## src/rtl/apb_pkg.sv

```systemverilog
// Shared types for the APB3 bridge: FSM states, default window base
// and a width helper used by the decoder and the timeout counter.
package apb_pkg;

    typedef enum logic [2:0] {
        IDLE,
        SETUP,
        ACCESS,
        ERR,
        DONE
    } apb_state_e;

    localparam logic [31:0] APB_DEF_BASE = 32'h1000_0000;

    function automatic int idx_w(input int n);
        return (n > 1) ? $clog2(n) : 1;
    endfunction

endpackage

```

## src/rtl/apb_addr_decoder.sv

```systemverilog
// Combinational slot decoder: core byte address -> slave index,
// mapped flag and one-hot select vector.
module apb_addr_decoder
    import apb_pkg::*;
#(
    parameter int                NUM_SLV   = 4,
    parameter int                ADDR_W    = 32,
    parameter logic [ADDR_W-1:0] BASE_ADDR = ADDR_W'(APB_DEF_BASE),
    parameter int                SLOT_BITS = 12,
    parameter int                IDX_W     = idx_w(NUM_SLV)
) (
    input  logic [ADDR_W-1:0]  addr,
    output logic [IDX_W-1:0]   idx,
    output logic               mapped,
    output logic [NUM_SLV-1:0] psel_onehot
);

    logic [ADDR_W-1:0] off;
    logic [ADDR_W-1:0] slot;

    always_comb begin
        off         = addr - BASE_ADDR;
        slot        = off >> SLOT_BITS;
        // below the window the subtraction wraps, so the lower bound is explicit
        mapped      = (addr >= BASE_ADDR) && (slot < ADDR_W'(NUM_SLV));
        idx         = slot[IDX_W-1:0];
        psel_onehot = '0;
        for (int i = 0; i < NUM_SLV; i++) begin
            psel_onehot[i] = mapped && (slot == ADDR_W'(i));
        end
    end

endmodule

```

## src/rtl/apb_master_n.sv

```systemverilog
// APB3 bridge between the core data port and NUM_SLV peripherals,
// with slot decoding, PREADY timeout and error completion.
module apb_master_n
    import apb_pkg::*;
#(
    parameter int                NUM_SLV   = 4,
    parameter int                DATA_W    = 32,
    parameter int                ADDR_W    = 32,
    parameter logic [ADDR_W-1:0] BASE_ADDR = ADDR_W'(APB_DEF_BASE),
    parameter int                SLOT_BITS = 12,
    parameter int                TIMEOUT   = 16
) (
    input  logic                       PCLK,
    input  logic                       PRESET,
    input  logic                       transfer,
    input  logic                       write,
    input  logic [ADDR_W-1:0]          addr,
    input  logic [DATA_W-1:0]          wdata,
    output logic [DATA_W-1:0]          rdata,
    output logic                       ready,
    output logic                       err,
    output logic [ADDR_W-1:0]          PADDR,
    output logic [DATA_W-1:0]          PWDATA,
    output logic                       PWRITE,
    output logic                       PENABLE,
    output logic [NUM_SLV-1:0]         PSEL,
    input  logic [NUM_SLV*DATA_W-1:0]  PRDATA,
    input  logic [NUM_SLV-1:0]         PREADY
);

    localparam int IDX_W = idx_w(NUM_SLV);
    localparam int CNT_W = idx_w(TIMEOUT);
    localparam logic [CNT_W-1:0] CNT_MAX = CNT_W'(TIMEOUT - 1);

    apb_state_e         state_q, state_d;
    logic [CNT_W-1:0]   cnt_q, cnt_d;
    logic [ADDR_W-1:0]  paddr_q, paddr_d;
    logic [DATA_W-1:0]  pwdata_q, pwdata_d;
    logic               pwrite_q, pwrite_d;
    logic [NUM_SLV-1:0] sel_q, sel_d;
    logic [IDX_W-1:0]   idx_q, idx_d;
    logic [DATA_W-1:0]  rdata_q, rdata_d;
    logic               err_q, err_d;

    logic [IDX_W-1:0]   dec_idx;
    logic               dec_mapped;
    logic [NUM_SLV-1:0] dec_psel;
    logic               pready_sel;
    logic [DATA_W-1:0]  prdata_sel;

    apb_addr_decoder #(
        .NUM_SLV   (NUM_SLV),
        .ADDR_W    (ADDR_W),
        .BASE_ADDR (BASE_ADDR),
        .SLOT_BITS (SLOT_BITS),
        .IDX_W     (IDX_W)
    ) u_dec (
        .addr        (addr),
        .idx         (dec_idx),
        .mapped      (dec_mapped),
        .psel_onehot (dec_psel)
    );

    assign pready_sel = PREADY[idx_q];
    assign prdata_sel = PRDATA[int'(idx_q)*DATA_W +: DATA_W];

    always_comb begin
        state_d  = state_q;
        cnt_d    = cnt_q;
        paddr_d  = paddr_q;
        pwdata_d = pwdata_q;
        pwrite_d = pwrite_q;
        sel_d    = sel_q;
        idx_d    = idx_q;
        rdata_d  = rdata_q;
        err_d    = err_q;
        unique case (state_q)
            IDLE, DONE: begin
                state_d = IDLE;
                if (transfer) begin
                    paddr_d  = addr;
                    pwdata_d = wdata;
                    pwrite_d = write;
                    sel_d    = dec_psel;
                    idx_d    = dec_idx;
                    state_d  = dec_mapped ? SETUP : ERR;
                end
            end
            SETUP: state_d = ACCESS;
            ACCESS: begin
                if (pready_sel) begin
                    state_d = DONE;
                    cnt_d   = '0;
                    err_d   = 1'b0;
                    rdata_d = pwrite_q ? '0 : prdata_sel;
                end else if ((TIMEOUT != 0) && (cnt_q == CNT_MAX)) begin
                    state_d = DONE;
                    cnt_d   = '0;
                    err_d   = 1'b1;
                    rdata_d = '0;
                end else begin
                    cnt_d = cnt_q + CNT_W'(1);
                end
            end
            ERR: begin
                state_d = DONE;
                err_d   = 1'b1;
                rdata_d = '0;
            end
            default: state_d = IDLE;
        endcase
    end

    always_ff @(posedge PCLK or negedge PRESET) begin
        if (!PRESET) begin
            state_q  <= IDLE;
            cnt_q    <= '0;
            paddr_q  <= '0;
            pwdata_q <= '0;
            pwrite_q <= 1'b0;
            sel_q    <= '0;
            idx_q    <= '0;
            rdata_q  <= '0;
            err_q    <= 1'b0;
        end else begin
            state_q  <= state_d;
            cnt_q    <= cnt_d;
            paddr_q  <= paddr_d;
            pwdata_q <= pwdata_d;
            pwrite_q <= pwrite_d;
            sel_q    <= sel_d;
            idx_q    <= idx_d;
            rdata_q  <= rdata_d;
            err_q    <= err_d;
        end
    end

    // selects are only driven while a slave is being addressed
    assign PSEL    = (state_q == SETUP || state_q == ACCESS) ? sel_q : '0;
    assign PENABLE = (state_q == ACCESS);
    assign ready   = (state_q == DONE);
    assign rdata   = rdata_q;
    assign err     = err_q;
    assign PADDR   = paddr_q;
    assign PWDATA  = pwdata_q;
    assign PWRITE  = pwrite_q;

endmodule

```

## config.mk

```make
export PLATFORM = sky130hd
export DESIGN_NAME = apb_master_n
export DESIGN_NICKNAME = d
export VERILOG_FILES = /design/src/rtl/apb_pkg.sv /design/src/rtl/apb_addr_decoder.sv /design/src/rtl/apb_master_n.sv
export SDC_FILE = /design/constraint.sdc
export NUM_CORES = 1
export LEC_CHECK = 0
export CAP_MARGIN = 20
export CORE_MARGIN = 2
export CORE_UTILIZATION = 39
export DETAILED_ROUTE_END_ITERATION = 6
export PLACE_DENSITY = 0.84
export SLEW_MARGIN = 20
export SYNTH_ARGS = -nofsm -noshare
export SYNTH_HDL_FRONTEND = slang
export SYNTH_SLANG_ARGS = --single-unit
```

## constraint.sdc

```tcl
create_clock -name PCLK -period 3.1 [get_ports PCLK]
set_clock_uncertainty 0.1 [all_clocks]
set_input_delay 0.775 -clock PCLK [delete_from_list [all_inputs] [get_ports PCLK]]
set_output_delay 0.775 -clock PCLK [all_outputs]
set_load 0.01 [all_outputs]
```

# Word level (Yosys, flattened, before mapping)
# Cells that the tools add are included.
[op_classes]
add_sub_neg = 2
order_cmp = 3
eq_ne = 9
shift = 1
muxes = 17
n_reduce_logical = 12
[ops]
columns = ["operator", "count"]
rows = [
  ["$shiftx 128x8->32", 1],
  ["$mux 32", 3],
  ["$pmux 32 s2", 1],
  ["$eq 20x2->1 const B", 2],
  ["$ge 32x29->1 const B", 1],
  ["$logic_not 32->1", 1],
  ["$sub 32x29->32 const B", 1],
  ["$eq 20x1->1 const B", 1],
  ["$lt 20x3->1 const B", 1],
  ["$mux 4", 3],
  ["$pmux 3 s4", 1],
  ["$eq 3x2->1 const B", 2],
  ["$mux 3", 2],
  ["$logic_and 1x1->1", 5],
  ["$add 4x1->4 const B", 1],
  ["$eq 4x4->1 const B", 1],
  ["$mux 2", 2],
  ["$reduce_and 2->1", 2],
  ["$eq 3x1->1 const B", 1],
  ["$eq 3x3->1 const B", 1],
  ["$logic_not 3->1", 1],
  ["$lt 2x3->1 const B", 1],
  ["$mux 1", 3],
  ["$ne 3x1->1 const B", 1],
  ["other kinds (5)", 5],
]
[totals]
reg_bits = 111
inputBits = 200
out_inout_bits = 104
word_cells = 53

# Depth between registers and ports, before layout
[depth]
ltp_word = 6
mapped_depth = 7
mapped_depth_nobuf = 6

# Hierarchy
# A second synthesis with hierarchy kept.
[hier_totals]
cells_unflattened = 326
area_unflattened_um2 = 5113.7
[by_module_without_submodules]
columns = ["module", "n_inst", "cells_each", "area_per_inst_um2", "seq_area_each_um2"]
rows = [
  ["apb_master_n", 1, 310, 4988.5, 2777.7],
  ["apb_addr_decoder", 1, 16, 125.1, 0.0],
]

# Worst setup path before layout
# OpenSTA, ideal clock, no wires.
[synth_timing]
path_kind = "input to register"
startpoint = "input PREADY[3]"
endpoint = "register rdata_q[10] (netlist: rdata[10])"
setup_time_ps = 121
arrival_time_ps = 1828
slack_ps = 1051
path_stages = 5
cell_sequence = "mux4_2 -> nand2_1 -> nor2_1 -> buf_2 -> a22o_1"
[synth_via]
elab_chain_len = 4
word_cells_on_any_way = 6
cone_classes = "eq/ne (1); mux (4); reduce/logical (1)"
[synth_rtl]
columns = ["element", "line_no", "source"]
rows = [
  ["start: declaration", "apb_master_n.sv:28", "input logic [NUM_SLV-1:0] PREADY"],
  ["$bmux 1 s2 (*)", "apb_master_n.sv:64", "assign pready_sel = PREADY[idx_q];"],
  ["$mux 1 (implied by the code) (*)", "apb_master_n.sv:64", ""],
  ["$mux 32 / $ne 3x1->1 (equally long branches)", "n/a", ""],
  ["$pmux 32 s2 / $reduce_and 2->1 (equally long branches)", "n/a", ""],
  ["end signal: assignment", "apb_master_n.sv:133", "rdata_q <= rdata_d;"],
  ["end: declaration", "apb_master_n.sv:42", "logic [DATA_W-1:0] rdata_q, rdata_d;"],
]
# Mark *: on every way between the ends. The rest lies on a longest branch, timed or not. The select of a mux whose other input is x is not followed.
# A chain may end at the register's enable or synchronous reset.

# Worst setup path after layout
[layout_timing]
startpoint = "register state_q[2]"
endpoint = "output PENABLE"
[layout_via]
elab_chain_len = 1
[layout_rtl]
columns = ["element", "line_no", "source"]
rows = [
  ["start: declaration", "apb_master_n.sv:35", "apb_state_e state_q, state_d;"],
  ["start signal: assignment", "apb_master_n.sv:126", "state_q <= state_d;"],
  ["$eq 3x2->1", "apb_master_n.sv:140", "assign PENABLE = (state_q == ACCESS);"],
  ["end: declaration", "apb_master_n.sv:25", "output logic PENABLE,"],
]
# Every way passes these cells.

==> flow_summary.toml <==
[status]
status = "finished clean"

[route]
avgRoutedWirePerCell_um = 18.1
vias = 4641
drtIter0Drc = 224
drt-vias-per-instance = 5.00
wirelength_um = 16800
drcViolationCount = 0
first_pass_iters = 4
antenna_left = 0

[worst_hold_path]
hold_path_class = "input port to async pin"

[yosys]
synthFlopType = "dfrtp_1"
synth_seq_cells = 109
syn_avg_cell_area_sq_um = 10.9
synth_edf_count = 0
netlist.area_leader.share_pct = 54.8
syn_inst = 456
ys_top_cells_by_area = "dfrtp_1 (55%), nand2_1 (16%), mux4_2 (15%)"
syn_nets = 657
synth_most_common_cell = "nand2_1"
synth_area_sq_mm = 0.00497
synthTopCellsByCount = "nand2_1 (207), dfrtp_1 (109), mux4_2 (33), a22o_1 (32), clkbuf_1 (16)"
netlist-cell-type-count = 33
yosys_warnings = 0
ys_seq_area_share_pct = 54.8
synth.largest_area_cell = "dfrtp_1"
async_reset_ff_share_pct = 100

[clocking]
htree_levels = 3
root_buffer = "clkbuf_16"
clock-sinks = 109
clk_path_buf_depth = 2
clk-insertion-delay-late_ns = 0.34
numCtsBuffers = 9
cts_resized = 0
cts_hold_buf = 0
clk_pin_slew_ns = 0.07
cts_setup_buffers = 0
cts_tree = "built"

[sta]
setup_viol = 0
rsz0062_at_grt = "false"
finalCriticalPeriod_ns = 2.85
setup_slack_ns = 0.251
hold_ws_ns = 0.318
relSlewSlack_pct = 50.7
hold_viol_final = 0
period_share_pct = 91.9
drv_slew = 0
max_freq_ghz = 0.351
tightest_slew_ns = 0.740

[placed_design]
portBuffers = 303
hpwl_um = 13200
detailedPlace.worstSlack_ns = -0.0259
globalplace.congestion = 0.840

[floorplan]
die-area_sq_mm = 0.0137
initial_core_util_pct = 39.7
ios = 304
core_sq_mm = 0.0125
die_y_um = 117
row_count = 41
die_x_um = 117

[global_routing]
grt_max_degree = 74
grt_pass1_wl_um = 24800
overflow = 0
grt_pass1_vias = 4947
grtUsageTotal_pct = 23.7
antenna_found_initial = 1

[setup_path]
crit_path_start = "state_q[2]"
arrival_ns = 1.97
critical_path_peak_fanout = 6
cp.required_ns = 2.22
worstReg2RegStart = "state_q[2]"
critPathKind = "register to primary output"
start_kind = "register"
end_kind = "primary output"

[power_and_ir_drop]
power.density_mw_per_mm2 = 830
p_leak_nw = 3.73
peakVddDrop_mv = 0.427

[final_layout]
syn2layout_area_growth_pct = 70.3
fill_cells = 959
nets = 951
drive_gt1_share_pct = 8.74

[job]
cap_violations = 0
==> cell families after synthesis <==
| kind of cell | synth area share, % |
|---|---|
| and+or+nand+nor | 18.4 |
| DFF | 54.8 |
| AOI/OAI and AO/OA | 8.03 |
| muxes | 15.1 |
| buffers and inverters | 3.19 |
| xor gates and xnor gates | 0.176 |
| adders and majority gates | 0.252 |
==> sequential cells by signal, summed over array words and instances (netlist names) <==
| name | flops |
|---|---|
| PADDR | 32 |
| rdata | 32 |
| cnt_q | 4 |
| PWRITE | 1 |
| state_q | 3 |
| err | 1 |
| PWDATA | 32 |
| sel_q | 4 |
==> path summary, 6_finish.rpt <==
path / endpoint / slack, ns / depth (start not counted)
setup / recovery: PENABLE / 0.25 / 4
max in group asynchronous: PADDR[1] / 1.82 / 2
min in group PCLK: PADDR[18] / 0.37 / 2
setup reg to reg: rdata[23] / 1.01 / 6
hold / removal: PADDR[2] / 0.32 / 1
hold reg to reg: PADDR[18] / 0.37 / 2
==> cell type report <==
| cell class | instances | area (sq um) | area share [%] |
|---|---|---|---|
| timing repair buffer | 312 | 3120 | 36.9 |
| sequential | 109 | 2730 | 32.2 |
| multi-input combinational | 315 | 2100 | 24.8 |
| clock buffer | 11 | 233 | 2.75 |
| tap | 172 | 215 | 2.54 |
| clock inverter | 5 | 60.1 | 0.709 |
| inverter | 3 | 11.3 | 0.133 |
| antenna | 1 | 2.50 | 0.0295 |
==> worst max-delay path, stage by stage (launching register included) <==
cell	delay, ns
dfrtp_1	0.41
and2b_1	0.32
nand2b_1	0.17
inv_2	0.14
clkdlybuf4s50_1	0.60
==> layout by cell type (no fill, tap or decap), drive strengths merged, types with 2 or more instances in the layout <==
master and n:
clkdlybuf4s50 302, nand2 207, dfrtp 109, mux4 33, a22o 32, clkbuf 11
buf 10, o21ai 6, nand2b 5, and2 5, o31ai 5, inv 4
nor2 4, a21oi 3, nor4 2, clkinv 2
==> per-layer routing <==
layer	wire, um	track usage (%)
met5	0	0
met4	785	12.9
met3	1560	6.85
met2	8490	41.8
met1	5930	25.8
==> power breakdown <==
part           switching, W  leakage [nW]  internal, W
Clock              0.000505         0.140     0.000631
Sequential         0.000357          1.39      0.00200
Combinational       0.00160          2.21      0.00194
==> through the flow <==
step / instance area [sq um] / setup TNS, ns / cells / util, % / total power [W]
finish: 8470 / 0 / 928 / 67.7 / 0.00703
CTS: 8460 / 0 / 927 / 67.6 / 0.00711
detailed placement: 8170 / -0.0891 / 911 / 65.3 / 0.00594
global placement: 8170 / 0 / 911 / 65.3 / 0.00581
floorplan: 4970 / 0 / 456 / - / 0.00411
global route: 8470 / 0 / 928 / 67.7 / 0.00747
(Power assumes the default switching activity.)
